`src/rtl/seg_scan_controller.sv`:
```
// -----------------------------------------------------------------------------
// seg_scan_controller
//
// Time-multiplexing scan controller for a 4-digit common-anode seven-segment
// display. It holds a 16-bit display value and presents one nibble at a time
// on bin (feeding the binary_segment decoder). It also drives the matching
// active-low anode. Each digit slot starts with a dead-time in which all
// anodes are off, so the decoder output settles before a digit lights and
// no ghosting occurs. New values are double-buffered and only become active
// at a frame boundary, so a single frame never mixes old and new digits.
//
// Parameters
//   REFRESH_DIV  clock cycles per digit slot (>= 2)
//   DEAD_CYCLES  cycles of all-anodes-off at the start of each slot
//                (0 <= DEAD_CYCLES < REFRESH_DIV)
//
// Ports
//   clk         in   system clock, rising edge
//   reset       in   synchronous active-high reset
//   load        in   capture value_in / blank_in / dp_in this cycle
//   value_in    in   16  four hex digits, digit i = value_in[4i+3:4i]
//   blank_in    in   4   per-digit blank mask, 1 = digit dark
//   dp_in       in   4   per-digit decimal point, 1 = lit
//   bin         out  4   nibble for binary_segment.bin
//   an          out  4   active-low anodes, an[i] = digit i
//   dp          out  1   active-low decimal point
//   pending     out  1   a loaded value waits for the frame boundary
//   frame_tick  out  1   pulse on the last cycle of digit 3's slot
// -----------------------------------------------------------------------------
module seg_scan_controller #(
    parameter int REFRESH_DIV = 50000,
    parameter int DEAD_CYCLES = 500
) (
    input  logic        clk,
    input  logic        reset,
    input  logic        load,
    input  logic [15:0] value_in,
    input  logic [3:0]  blank_in,
    input  logic [3:0]  dp_in,
    output logic [3:0]  bin,
    output logic [3:0]  an,
    output logic        dp,
    output logic        pending,
    output logic        frame_tick
);

    // Smallest counter that can hold REFRESH_DIV-1.
    localparam int CNT_W = (REFRESH_DIV > 2) ? $clog2(REFRESH_DIV) : 1;
    localparam logic [CNT_W-1:0] CNT_LAST = CNT_W'(REFRESH_DIV - 1);
    localparam logic [CNT_W-1:0] CNT_ONE  = CNT_W'(1);

    typedef enum logic {
        ST_DEAD = 1'b0,
        ST_SHOW = 1'b1
    } state_e;

    // With no dead-time, a slot begins directly in SHOW.
    localparam state_e ST_START = (DEAD_CYCLES > 0) ? ST_DEAD : ST_SHOW;

    logic [CNT_W-1:0] cnt_q,        cnt_d;
    logic [1:0]       idx_q,        idx_d;
    state_e           state_q,      state_d;
    logic [15:0]      act_val_q,    act_val_d;
    logic [3:0]       act_blank_q,  act_blank_d;
    logic [3:0]       act_dp_q,     act_dp_d;
    logic [15:0]      pend_val_q,   pend_val_d;
    logic [3:0]       pend_blank_q, pend_blank_d;
    logic [3:0]       pend_dp_q,    pend_dp_d;
    logic             pending_q,    pending_d;

    logic             frame_end;
    logic             lit;

    assign frame_end = (cnt_q == CNT_LAST) && (idx_q == 2'd3);

    // -------------------------------------------------------------------------
    // State register
    // -------------------------------------------------------------------------
    always_ff @(posedge clk) begin
        if (reset) begin
            cnt_q        <= '0;
            idx_q        <= 2'd0;
            state_q      <= ST_START;
            act_val_q    <= 16'h0000;
            act_blank_q  <= 4'b1111;
            act_dp_q     <= 4'b0000;
            pend_val_q   <= 16'h0000;
            pend_blank_q <= 4'b1111;
            pend_dp_q    <= 4'b0000;
            pending_q    <= 1'b0;
        end else begin
            cnt_q        <= cnt_d;
            idx_q        <= idx_d;
            state_q      <= state_d;
            act_val_q    <= act_val_d;
            act_blank_q  <= act_blank_d;
            act_dp_q     <= act_dp_d;
            pend_val_q   <= pend_val_d;
            pend_blank_q <= pend_blank_d;
            pend_dp_q    <= pend_dp_d;
            pending_q    <= pending_d;
        end
    end

    // -------------------------------------------------------------------------
    // Next-state logic
    // -------------------------------------------------------------------------
    always_comb begin
        cnt_d        = cnt_q;
        idx_d        = idx_q;
        state_d      = state_q;
        act_val_d    = act_val_q;
        act_blank_d  = act_blank_q;
        act_dp_d     = act_dp_q;
        pend_val_d   = pend_val_q;
        pend_blank_d = pend_blank_q;
        pend_dp_d    = pend_dp_q;
        pending_d    = pending_q;

        if (cnt_q == CNT_LAST) begin
            cnt_d = '0;
            idx_d = idx_q + 2'd1;
        end else begin
            cnt_d = cnt_q + CNT_ONE;
        end

        // The slot state is registered from the next count so the output
        // decode below only sees flops.
        if ((DEAD_CYCLES > 0) && (32'(cnt_d) < 32'(DEAD_CYCLES))) begin
            state_d = ST_DEAD;
        end else begin
            state_d = ST_SHOW;
        end

        if (load && frame_end) begin
            // Landing exactly on the boundary: go straight to the active set
            // and drop whatever was waiting.
            act_val_d   = value_in;
            act_blank_d = blank_in;
            act_dp_d    = dp_in;
            pending_d   = 1'b0;
        end else if (load) begin
            pend_val_d   = value_in;
            pend_blank_d = blank_in;
            pend_dp_d    = dp_in;
            pending_d    = 1'b1;
        end else if (frame_end && pending_q) begin
            act_val_d   = pend_val_q;
            act_blank_d = pend_blank_q;
            act_dp_d    = pend_dp_q;
            pending_d   = 1'b0;
        end
    end

    // -------------------------------------------------------------------------
    // Output decode (registers only)
    // -------------------------------------------------------------------------
    assign lit = (state_q == ST_SHOW) && !act_blank_q[idx_q];

    always_comb begin
        bin        = act_val_q[{idx_q, 2'b00} +: 4];
        an         = 4'b1111;
        dp         = 1'b1;
        pending    = pending_q;
        frame_tick = frame_end;
        if (lit) begin
            an[idx_q] = 1'b0;
            dp        = ~act_dp_q[idx_q];
        end
    end

endmodule

```
`config.mk`:
```
export PLATFORM = sky130hd
export DESIGN_NAME = seg_scan_controller
export DESIGN_NICKNAME = d
export VERILOG_FILES = /design/src/rtl/seg_scan_controller.sv
export SDC_FILE = /design/constraint.sdc
export NUM_CORES = 1
export LEC_CHECK = 0
export ABC_CLOCK_PERIOD_IN_PS = 5900
export CORE_UTILIZATION = 40
export DETAILED_ROUTE_END_ITERATION = 7
export GPL_TIMING_DRIVEN = 1
export MAX_ROUTING_LAYER = met4
export PLACE_DENSITY = 0.7
export SLEW_MARGIN = 20
export SYNTH_ARGS = -nofsm -noshare
export SYNTH_HDL_FRONTEND = slang
export SYNTH_SLANG_ARGS = --single-unit
```
`constraint.sdc`:
```
create_clock -name clk -period 5.9 [get_ports clk]
set_input_delay 1.475 -clock clk [delete_from_list [all_inputs] [get_ports clk]]
set_output_delay 1.475 -clock clk [all_outputs]
set_load 0.02 [all_outputs]
```
* Word level (Yosys, flattened, before mapping)
Index checks and enable logic that the tools add are counted.
** Word-level totals
- Output and inout bits :: 11
- Input bits :: 27
- Flip-flop bits (word level) :: 68
** Operators by class
- Bitwise logic cells :: 3
- Multiplexer cells :: 21
- Magnitude comparators :: 3
- Add/subtract/negate cells :: 2
- Equal/unequal tests :: 3
- Reduce and logical (&&, ||, !) cells :: 11
- Shift operators :: 1
** Operator list (count)
- 16-bit two-way mux :: 4
- 4-bit two-way mux :: 7
- 16-bit by 1-bit adder with 16-bit output, second input constant :: 1
- 16-bit equality test, second input constant :: 1
- 16-bit by 9-bit < comparator with 1-bit output, second input constant :: 1
- 16-bit by 5-bit variable part select with 4-bit output :: 1
- 1-bit two-way mux :: 7
- 1-bit logical AND :: 5
- 1-bit binary-select mux with 2-bit select :: 2
- 4-bit inverter :: 1
- 2-bit AND reduction :: 2
- 2-bit nonzero test :: 2
- 2-bit by 3-bit < comparator with 1-bit output, second input constant :: 1
- 2-bit by 1-bit adder with 2-bit output, second input constant :: 1
- 1-bit demux with 2-bit select :: 1
- 2-bit equality test, second input constant :: 1
- 2-bit by 1-bit >= comparator with 1-bit output, second input constant :: 1
- 2-bit by 1-bit != test with 1-bit output, second input constant :: 1
- 1-bit inverter :: 2
- 2-bit OR reduction :: 1
- 1-bit logical NOT :: 1

* Logic depth before layout (Yosys ltp)
Gate-level depths: netlist of run 1.
- Depth in word-level cells :: 6
- Depth in mapped cells :: 8

* Least setup slack after synthesis of run 1
Ideal clock, no wire load.
- Path kind :: reg2out
- From :: register idx_q[0]
- To :: output dp
- Path buffers :: 1
- Data required time :: 4425 ps
- Arrival :: 1690 ps
- Slack :: 2735 ps
- Cell stages (with the launch flop) :: 5
- Cell sequence :: dfxtp_1 -> clkbuf_1 -> mux4_2 -> nor2b_1 -> nand2_1
** Between the ends
- Cells in the longest elaborated chain, start to end :: 5
** Ends and longest elaborated chain
- from (decl) :: line 61 : logic [1:0] idx_q, idx_d;
- from (signal assigned) :: line 93 : idx_q <= idx_d;
- 1-bit binary-select mux with 2-bit select :: line 158 : assign lit = (state_q == ST_SHOW) && !act_blank_q[idx_q];
- 1-bit two-way mux (not written as such) :: line 158
- 1-bit logical NOT :: line 158
- 1-bit logical AND :: line 158
- 1-bit two-way mux (*) :: line 166 : if (lit) begin
- to (decl) :: line 42 : output logic dp,
Mark *: on every way between the ends. The rest lies on a longest branch, timed or not. The select of a mux whose other input is x is not followed.

* Final worst setup path of run 1
Ends and elaborated chain as after synthesis.

==> flow_results.org, run 1 <==
** STA
- Setup repair after global routing left no endpoint under its margin.
- Headroom to the max-slew limit came out at 27.9%.
- The count of final max-slew check failures is 0.
- Count of final hold-check violations :: 0
- Highest clock frequency the design can meet :: 243 MHz
- Number of setup violations in the final report :: 0
- Final worst path period share :: 69.6%
- Post-Route Setup TNS :: 0 ns
- Clk_skew :: 0.0120 ns
- Tmin final :: 4.11 ns
- For the pin with the worst max-slew slack, the measured transition is 1.08 ns.

** Critical path
- The worst setup path is launched from a register.
- Counting both buffers and inverters, the worst setup path holds a total of 1.
- The worst register-to-register path begins at cnt_q[10]$_SDFF_PP0_.
- Broken down by cell family, the worst path's largest delay share belongs to flip-flops.
- Measured in cells, the most critical reg-to-reg path has a length of 5.
- The setup path with the least slack is of type register to primary output.
- In this run the critical register-to-register path is captured at act_val_q[1]$_SDFFE_PP0P_.
- The slowest stage of the critical path belongs to the cell sky130_fd_sc_hd__dfxtp_1.
- Worst path arrival time :: 2.63 ns
- For flop-to-flop paths, the worst setup slack is 3.04 ns.
- In this design, the stage delay of the slowest critical-path cell is 0.65 ns.
- Data on the critical path is required at its endpoint by 4.43 ns.
- Traced cell by cell, the critical path runs through mux4_2 -> nor2b_1 -> nand2_1 -> clkdlybuf4s50_1.
- Of all nets on the critical path, the largest fanout is 10.
- Worst setup EP type :: primary output

** CTS
- The clock drives 68 sinks.
- TritonCTS built the clock tree.
- No sink is reached through more buffers than the 2 on the longest clock path.
- The number of hold buffers added after CTS was 0.
- Cells resized by post-CTS repair :: 0
- After clock tree synthesis, the clock-pin slew on the worst setup and hold paths is 0.07 ns.
- Clock root buffer master :: sky130_fd_sc_hd__clkbuf_8
- The clock reaches the later pin of the worst-skew pair after 0.34 ns.
- In this run, CTS created clock tree buffers numbering 9.
- Post-CTS timing repair inserted 0 buffers for setup.
- Depth of the CTS H-tree :: 3

** Final layout
- In the final layout, the share of cells above drive strength 1 is 10.1%.
- Utilization after layout :: 48.7%
- Area delta synth->final :: 18.3%
- Final-layout fill cell count :: 753
- The number of antenna diodes in the final layout is 0.
- Number of nets at the end of the flow :: 413

** Yosys
- In the synthesized netlist, the number of instances is 358.
- Nets in the synthesized netlist :: 390
- In the post-synthesis netlist, the cell with the most instances is sky130_fd_sc_hd__nand2_1.
- In this run the mean area of a mapped cell was 8.84 sq um.
- Counting flops with a built-in enable in the synthesized netlist gives 0.
- Proportion of netlist area held by the largest area contributor :: 43.0%
- Sequential cells were found to cover 43.0% of the synthesized design area.
- The cell area that synthesis handed to floorplanning was 3160 sq um.
- By count the netlist is led by 83 x sky130_fd_sc_hd__nand2_1, 68 x sky130_fd_sc_hd__dfxtp_1, 41 x sky130_fd_sc_hd__a21oi_1, 22 x sky130_fd_sc_hd__nor2_1, 18 x sky130_fd_sc_hd__o221ai_1.
- After synthesis, the share of flip-flops with an asynchronous set or reset is 0%.
- By area the synthesized netlist is led by sky130_fd_sc_hd__dfxtp_1 43%, sky130_fd_sc_hd__nand2_1 9.8%, sky130_fd_sc_hd__a21oi_1 6.5%.
- Synthesis warning total :: 0
- Top cell type by total area after synthesis :: sky130_fd_sc_hd__dfxtp_1
- In this run, distinct cell masters in the synthesized netlist total 46.
- For this run, the leading register cell type out of synthesis is sky130_fd_sc_hd__dfxtp_1.
- Number of synthesized register bits :: 68

** GRT
- Antenna violations before repair :: 0
- The via count of the first global-routing pass came to 2437.
- Maximum number of pins on one net before global-route repair :: 58
- Gr usage total :: 18.6%
- The total overflow left after global routing is 0.
- The first global-routing pass estimated 12.0 mm of wire.

** Placed design
- Final weighted congestion in routability-driven placement :: 0.856
- Once detailed placement completed, the half-perimeter wirelength came to 4.47 mm.
- Port buffering added 37 buffers.

** Detailed routing
- The first detailed-routing pass took 6 iterations.
- In the final routed layout, each cell accounts on average for 14.4 um.
- Remaining DRCs :: 1
- Detailed-route via count :: 2578
- Dividing the detail-routed via count by the number of cells gives 5.28.
- Wire length reported by the detailed router :: 7.00 mm
- Antenna-violating nets left :: 0
- In this run, the number of DRC markers left after iteration 0 of detailed routing was 190.

** Hold path
- Hold WC Path Type :: register to register
- Sink of the worst hold path :: act_val_q[9]$_SDFFE_PP0P_
- In this run the most critical hold path is launched from act_val_q[9]$_SDFFE_PP0P_.
- Count of cells along the worst hold path :: 2

** Die
- Once the floorplan was initialized, standard cells occupied 41.1% of the core.
- In this run the standard cell core region covers 7690 sq um.
- The floorplan step defined a die boundary enclosing 8270 sq um.
- Total I/O pin count :: 38
- In this run the core area contains 32 standard-cell rows.
- In this run the horizontal extent of the chip is 90.9 um.
- Y dimension of the die :: 90.9 um

** Run
- Across the run, the number of max-cap violations was 0.

** Power
- Leakage power :: 1.26 nW
- Dividing total power by cell area gives a power density of 250 nW/um^2.
- Worst IR Drop VDD :: 0.000119 V

** Outcome
- The checks that failed: DRC.
- Status :: complete, but fails checks
-- cell usage in the layout, fill, tap and decap left out, types with 4 or more instances in the layout --
| cell type | netlist | final |
|---|---|---|
| sky130_fd_sc_hd__a21oi_1 | 41 | 41 |
| sky130_fd_sc_hd__a21oi_2 | 6 | 6 |
| sky130_fd_sc_hd__and3_1 | 5 | 5 |
| sky130_fd_sc_hd__clkbuf_8 | 0 | 12 |
| sky130_fd_sc_hd__clkdlybuf4s50_1 | 0 | 36 |
| sky130_fd_sc_hd__dfxtp_1 | 68 | 68 |
| sky130_fd_sc_hd__ha_1 | 5 | 5 |
| sky130_fd_sc_hd__inv_1 | 4 | 4 |
| sky130_fd_sc_hd__mux4_2 | 6 | 6 |
| sky130_fd_sc_hd__nand2_1 | 83 | 83 |
| sky130_fd_sc_hd__nand3_1 | 4 | 4 |
| sky130_fd_sc_hd__nand3b_1 | 5 | 5 |
| sky130_fd_sc_hd__nor2_1 | 22 | 22 |
| sky130_fd_sc_hd__nor3_1 | 5 | 5 |
| sky130_fd_sc_hd__o221ai_1 | 18 | 18 |
| sky130_fd_sc_hd__o221ai_2 | 6 | 6 |
| sky130_fd_sc_hd__xnor2_1 | 11 | 11 |
| sky130_fd_sc_hd__xor2_1 | 4 | 4 |
-- worst max-delay path by stage --
stage / startpoint / to / cells after the start
2_1_floorplan: idx_q[0]$_SDFFE_PP0N_ / dp / 4
3_3_place_gp: idx_q[0]$_SDFFE_PP0N_ / dp / 4
3_5_place_dp: idx_q[0]$_SDFFE_PP0N_ / dp / 4
4_1_cts: idx_q[0]$_SDFFE_PP0N_ / dp / 4
5_1_grt: idx_q[0]$_SDFFE_PP0N_ / dp / 4
6_report: idx_q[0]$_SDFFE_PP0N_ / dp / 4
-- through the flow --
stage	hold slack, ns	setup WS [ns]	power (mW)	std cells	instance area, sq um
after global routing	0.470	1.57	0.974	488	3740
after floorplan	0.429	2.74	0.515	358	3160
after CTS	0.452	1.74	0.945	488	3740
final	0.451	1.79	0.937	488	3740
after detailed placement	0.442	2.11	0.544	472	3530
after global placement	0.438	2.17	0.543	472	3520
-- per-layer routing --
layer	vias to the layer above	GRT usage [%]	part of all wire, %
li1	1314	-	-
met1	1195	24.7	49
met2	60	28.0	45
met3	9	2.86	4.2
met4	0	8.33	1.4
met5	-	-	0
-- sequential cells by signal, summed over array words and instances (netlist names) --
| signal | count |
|---|---|
| pend_dp_q | 4 |
| pend_blank_q | 4 |
| pend_val_q | 16 |
| act_dp_q | 4 |
| act_val_q | 16 |
| pending | 1 |
| state_q | 1 |
| idx_q | 2 |
| cnt_q | 16 |
| act_blank_q | 4 |
-- cell families (layout without fill, tap and decap cells) --
group / Yosys count / count (layout) / synth area share (%)
DFF: 68 / 68 / 43.0
adders and majority gates: 5 / 5 / 1.98
AOI/OAI and AO/OA: 84 / 84 / 18.9
xor gates and xnor gates: 15 / 15 / 4.15
and+or+nand+nor: 147 / 147 / 21.6
muxes: 8 / 8 / 4.91
buffers and inverters: 31 / 59 / 5.34
-- worst reg2reg max path: cells and delay by family (launching register included) --
kind | cells | cell delay, ns
simple gates | 3 | 1.87
flops | 1 | 0.36
compound gates | 2 | 0.57
-- cell type report --
type | instances | area [sq um] | share of cell area [%]
multi-input combinational | 259 | 1650 | 44.0
sequential | 68 | 1360 | 36.4
timing repair buffer | 38 | 373 | 9.97
clock buffer | 13 | 169 | 4.52
tap | 102 | 128 | 3.41
clock inverter | 3 | 43.8 | 1.17
inverter | 5 | 18.8 | 0.502
-- where the power goes --
part	internal (mW)	switching, mW
registers	0.470	0.00715
logic	0.0254	0.0306
clock network	0.230	0.173
(Power assumes the default switching activity.)
==> run 2: changes to the inputs <==
ABC_CLOCK_PERIOD_IN_PS = 3700   (was 5900)
PLACE_DENSITY = 0.73   (was 0.7)
clock period = 3.7 ns   (was 5.9 ns; I/O delays follow)
==> flow_results.org, run 2 (same netlist as run 1, synthesis figures left out) <==
** CTS
- The number of sinks driven by the clock tree is 68 (unchanged).
- CTS placed an instance of sky130_fd_sc_hd__clkbuf_8 at the clock tree root.
- The clock transition at the registers of the reported paths came to 0.09 ns (+0.02 ns).
- The buffer levels on the longest clock path came to 2 (unchanged).
- The total of cells resized after clock tree synthesis is 0 (unchanged).
- The clock latency on the worst-skew pair was 0.34 ns (about the same).
- Number of buffers inserted during clock tree synthesis :: 9 (unchanged)
- The quantity of hold-fixing buffers added after cts is 0 (unchanged).
- Setup Fix Bufs, Post-CTS :: 0 (unchanged)
- CTS tree :: built
- The number of H-tree branching levels is 3 (unchanged).

** Final layout
- Number of nets at the end of the flow :: 420 (+1.7%)
- In the final layout, the registers with the most flip-flops are act_val_q x16, cnt_q x16, pend_val_q x16.
- The antenna diode count was 0 (unchanged).
- The library cell used most frequently in the layout, excluding fill and tap cells, is sky130_fd_sc_hd__nand2_1.
- The post-route cell area is 3780 sq um (+0.94%).
- The area growth from synthesis to layout is 19.4%.
- The library cells used most frequently in the layout, excluding fill and tap cells, are 83 x sky130_fd_sc_hd__nand2_1, 68 x sky130_fd_sc_hd__dfxtp_1, 41 x sky130_fd_sc_hd__a21oi_1.
- Share of cells above drive strength 1 :: 12.0% (+1.9 points)

** Critical path
- The worst setup path is of the register to primary output kind.
- Max Fanout on Critical Path :: 9 (-1)
- The worst register-to-register path begins at cnt_q[2]$_SDFF_PP0_.
- Count of buffer and inverter cells on the critical path :: 1 (unchanged)
- The length in cells of the worst reg-to-reg path was 5 (unchanged).
- Endpoint of the lowest-slack register-to-register path :: state_q$_SDFF_PP0_
- Worst path arrival time :: 2.37 ns (-0.26 ns)
- Worst EP required :: 2.77 ns (-1.66 ns)
- Category of cells accounting for the largest share of critical-path delay :: simple AND/OR/NAND/NOR gates
- The worst setup path is launched from a register.
- Worst setup EP type :: primary output
- The highest cell delay on the worst timing path was 0.61 ns (-0.04 ns).
- The largest individual stage delay along the critical path comes from the cell sky130_fd_sc_hd__clkdlybuf4s50_1.
- Worst R2R Setup Slack :: 1.47 ns (-1.57 ns)
- Traced cell by cell, the critical path runs through or3_1 -> and4bb_1 -> and3_1 -> clkdlybuf4s50_1.

** Hold path
- Hold WC Path Type :: register to register
- The worst hold path cell count is 2 (unchanged).
- Sink of the worst hold path :: act_val_q[10]$_SDFFE_PP0P_
- The startpoint identified for the worst hold timing path is act_val_q[10]$_SDFFE_PP0P_.

** GRT
- The initial antenna violation count came to 0 (unchanged).
- Global-route wire length before repair :: 12.6 mm (+5.6%)
- The via count of the first global-routing pass came to 2617 (+7.4%).
- Gr usage total :: 19.5% (+0.91 points)
- Maximum number of pins on one net before global-route repair :: 51 (-12%)
- The total grt overflow came to 0 (unchanged).

** Power
- The proportion of power drawn by the clock network was 42.7% (-0.4 points).
- Leakage power :: 1.28 nW (+1.8%)
- The part of the total power dissipated in combinational logic was 6.1% (about the same).
- The switching power came to 0.375 mW (+78%).
- The part of the total power dissipated in sequential elements came to 51.2% (+0.2 points).
- The cell-internal power was 1.11 mW (+53%).
- Sw frac :: 25.2% (+2.7 points)
- The total power per unit cell area was 394 nW/um^2 (+57%).
- The worst voltage drop across the vdd grid came to 0.000224 V (+88%).

** Detailed routing
- Detailed-router iteration count before antenna repair :: 6 (unchanged)
- Average vias per placed instance :: 5.34 (+1.1%)
- The wire length after detailed routing was 7.23 mm (+3.3%).
- The iteration-0 DRC count of the detailed router is 123 (-35%).
- The total vias in the final route is 2644 (+2.6%).
- Wire length per cell after detailed routing :: 14.6 um (+1.8%)
- Remaining DRCs :: 1 (unchanged)
- The number of nets with antenna violations after detailed routing was 0 (unchanged).

** Run
- The max-cap check violation count was 0 (unchanged).

** Die
- Horiz. Die Dim :: 90.9 um (unchanged)
- The placeable core region is 7690 sq um (unchanged).
- Total I/O pin count :: 38 (unchanged)
- The row count came to 32 (unchanged).
- Starting utilization of the core area :: 41.1% (unchanged)
- The die outline area came to 8270 sq um (unchanged).
- The die height came to 90.9 um (unchanged).

** STA
- Highest clock frequency the design can meet :: 303 MHz
- Post-Route Setup TNS :: 0 ns (unchanged)
- The count of final max-slew check failures is 0 (unchanged).
- Count of final hold-check violations :: 0 (unchanged)
- Setup repair after global routing missed its margin :: no
- Clk_skew :: 0.0149 ns (+0.00292 ns)
- Of the available clock period, the critical path in the final layout requires 89.1%.
- The total of endpoints with negative setup slack in the final report was 0 (unchanged).
- The transition time of the tightest slew-check pin is 0.652 ns (-0.429 ns).
- Subtracting the final worst setup slack from the clock period gives 3.30 ns.
- The headroom to the max-slew limit was 56.2% (+28 points).

** Placed design
- The number of port buffers is 37 (unchanged).
- The placed instance area was 3570 sq um (+1.2%).
- The placed wire-length estimate is 4.71 mm (+5.3%).
- The routability congestion estimate is 0.857 (+0.11%).

** Outcome
- Failing checks :: DRC
- Status :: complete, but fails checks
## run 2: cell types whose count changed in the layout (fill, tap and decap cells not counted), sizes merged
| cell | change |
|---|---|
| buf | +7 |
| clkbuf | -4 |
| inv | +4 |
| clkinv | -2 |
| clkinvlp | +2 |
## run 2: metrics by stage
| step | util (%) | power, mW | worst slack [ns] | cells | hold WS [ns] |
|---|---|---|---|---|---|
| final | 49.1 | 1.49 | 0.403 | 495 | 0.452 |
| after global routing | 49.1 | 1.54 | 0.282 | 495 | 0.476 |
| after CTS | 49.1 | 1.49 | 0.358 | 495 | 0.455 |
| after detailed placement | 46.5 | 0.869 | 0.744 | 479 | 0.444 |
| after global placement | 46.5 | 0.867 | 0.804 | 479 | 0.436 |
| after floorplan | - | 0.822 | 1.09 | 358 | 0.429 |
## run 2: layout make-up
cell class | count | area [sq um]
clock inverter | 7 | 80.1
timing repair buffer | 45 | 425
clock buffer | 9 | 124
fill | 717 | 3910
multi-input combinational | 259 | 1640
inverter | 5 | 18.8
tap | 102 | 128
sequential | 68 | 1360
## run 2: worst min-delay path, delay by kind of cell, from the launching register on
kind             cells  cell delay (ns)
AND/OR/NAND/NOR      1             0.05
AO/OA/AOI/OAI        1             0.05
flip-flops           1             0.31
## run 2: per-layer routing
layer	wire length, um	global-route usage (%)	vias up
met5	0	-	-
met4	93	6.88	0
met3	232	3.11	9
met2	3410	30.6	53
met1	3490	25.6	1251
li1	-	-	1331
## run 2: how the worst max path moves through the flow
stage                                     start          to  slack [ns]  cells after the start
final                      cnt_q[10]$_SDFF_PP0_  frame_tick        0.40                      4
after floorplan           idx_q[0]$_SDFFE_PP0N_          dp        1.09                      4
after CTS                 idx_q[0]$_SDFFE_PP0N_          dp        0.36                      4
after global placement    idx_q[0]$_SDFFE_PP0N_          dp        0.80                      4
after detailed placement   cnt_q[10]$_SDFF_PP0_  frame_tick        0.74                      4
after global routing       cnt_q[10]$_SDFF_PP0_  frame_tick        0.28                      4
## run 2: power groups by stage
stage	logic (mW)	clock network, mW	registers (mW)
3_3_place_gp	0.0892	0	0.777
2_1_floorplan	0.0460	0	0.776
4_1_cts	0.0913	0.642	0.761
3_5_place_dp	0.0907	0	0.778
5_1_grt	0.101	0.679	0.764
6_report	0.0909	0.635	0.761
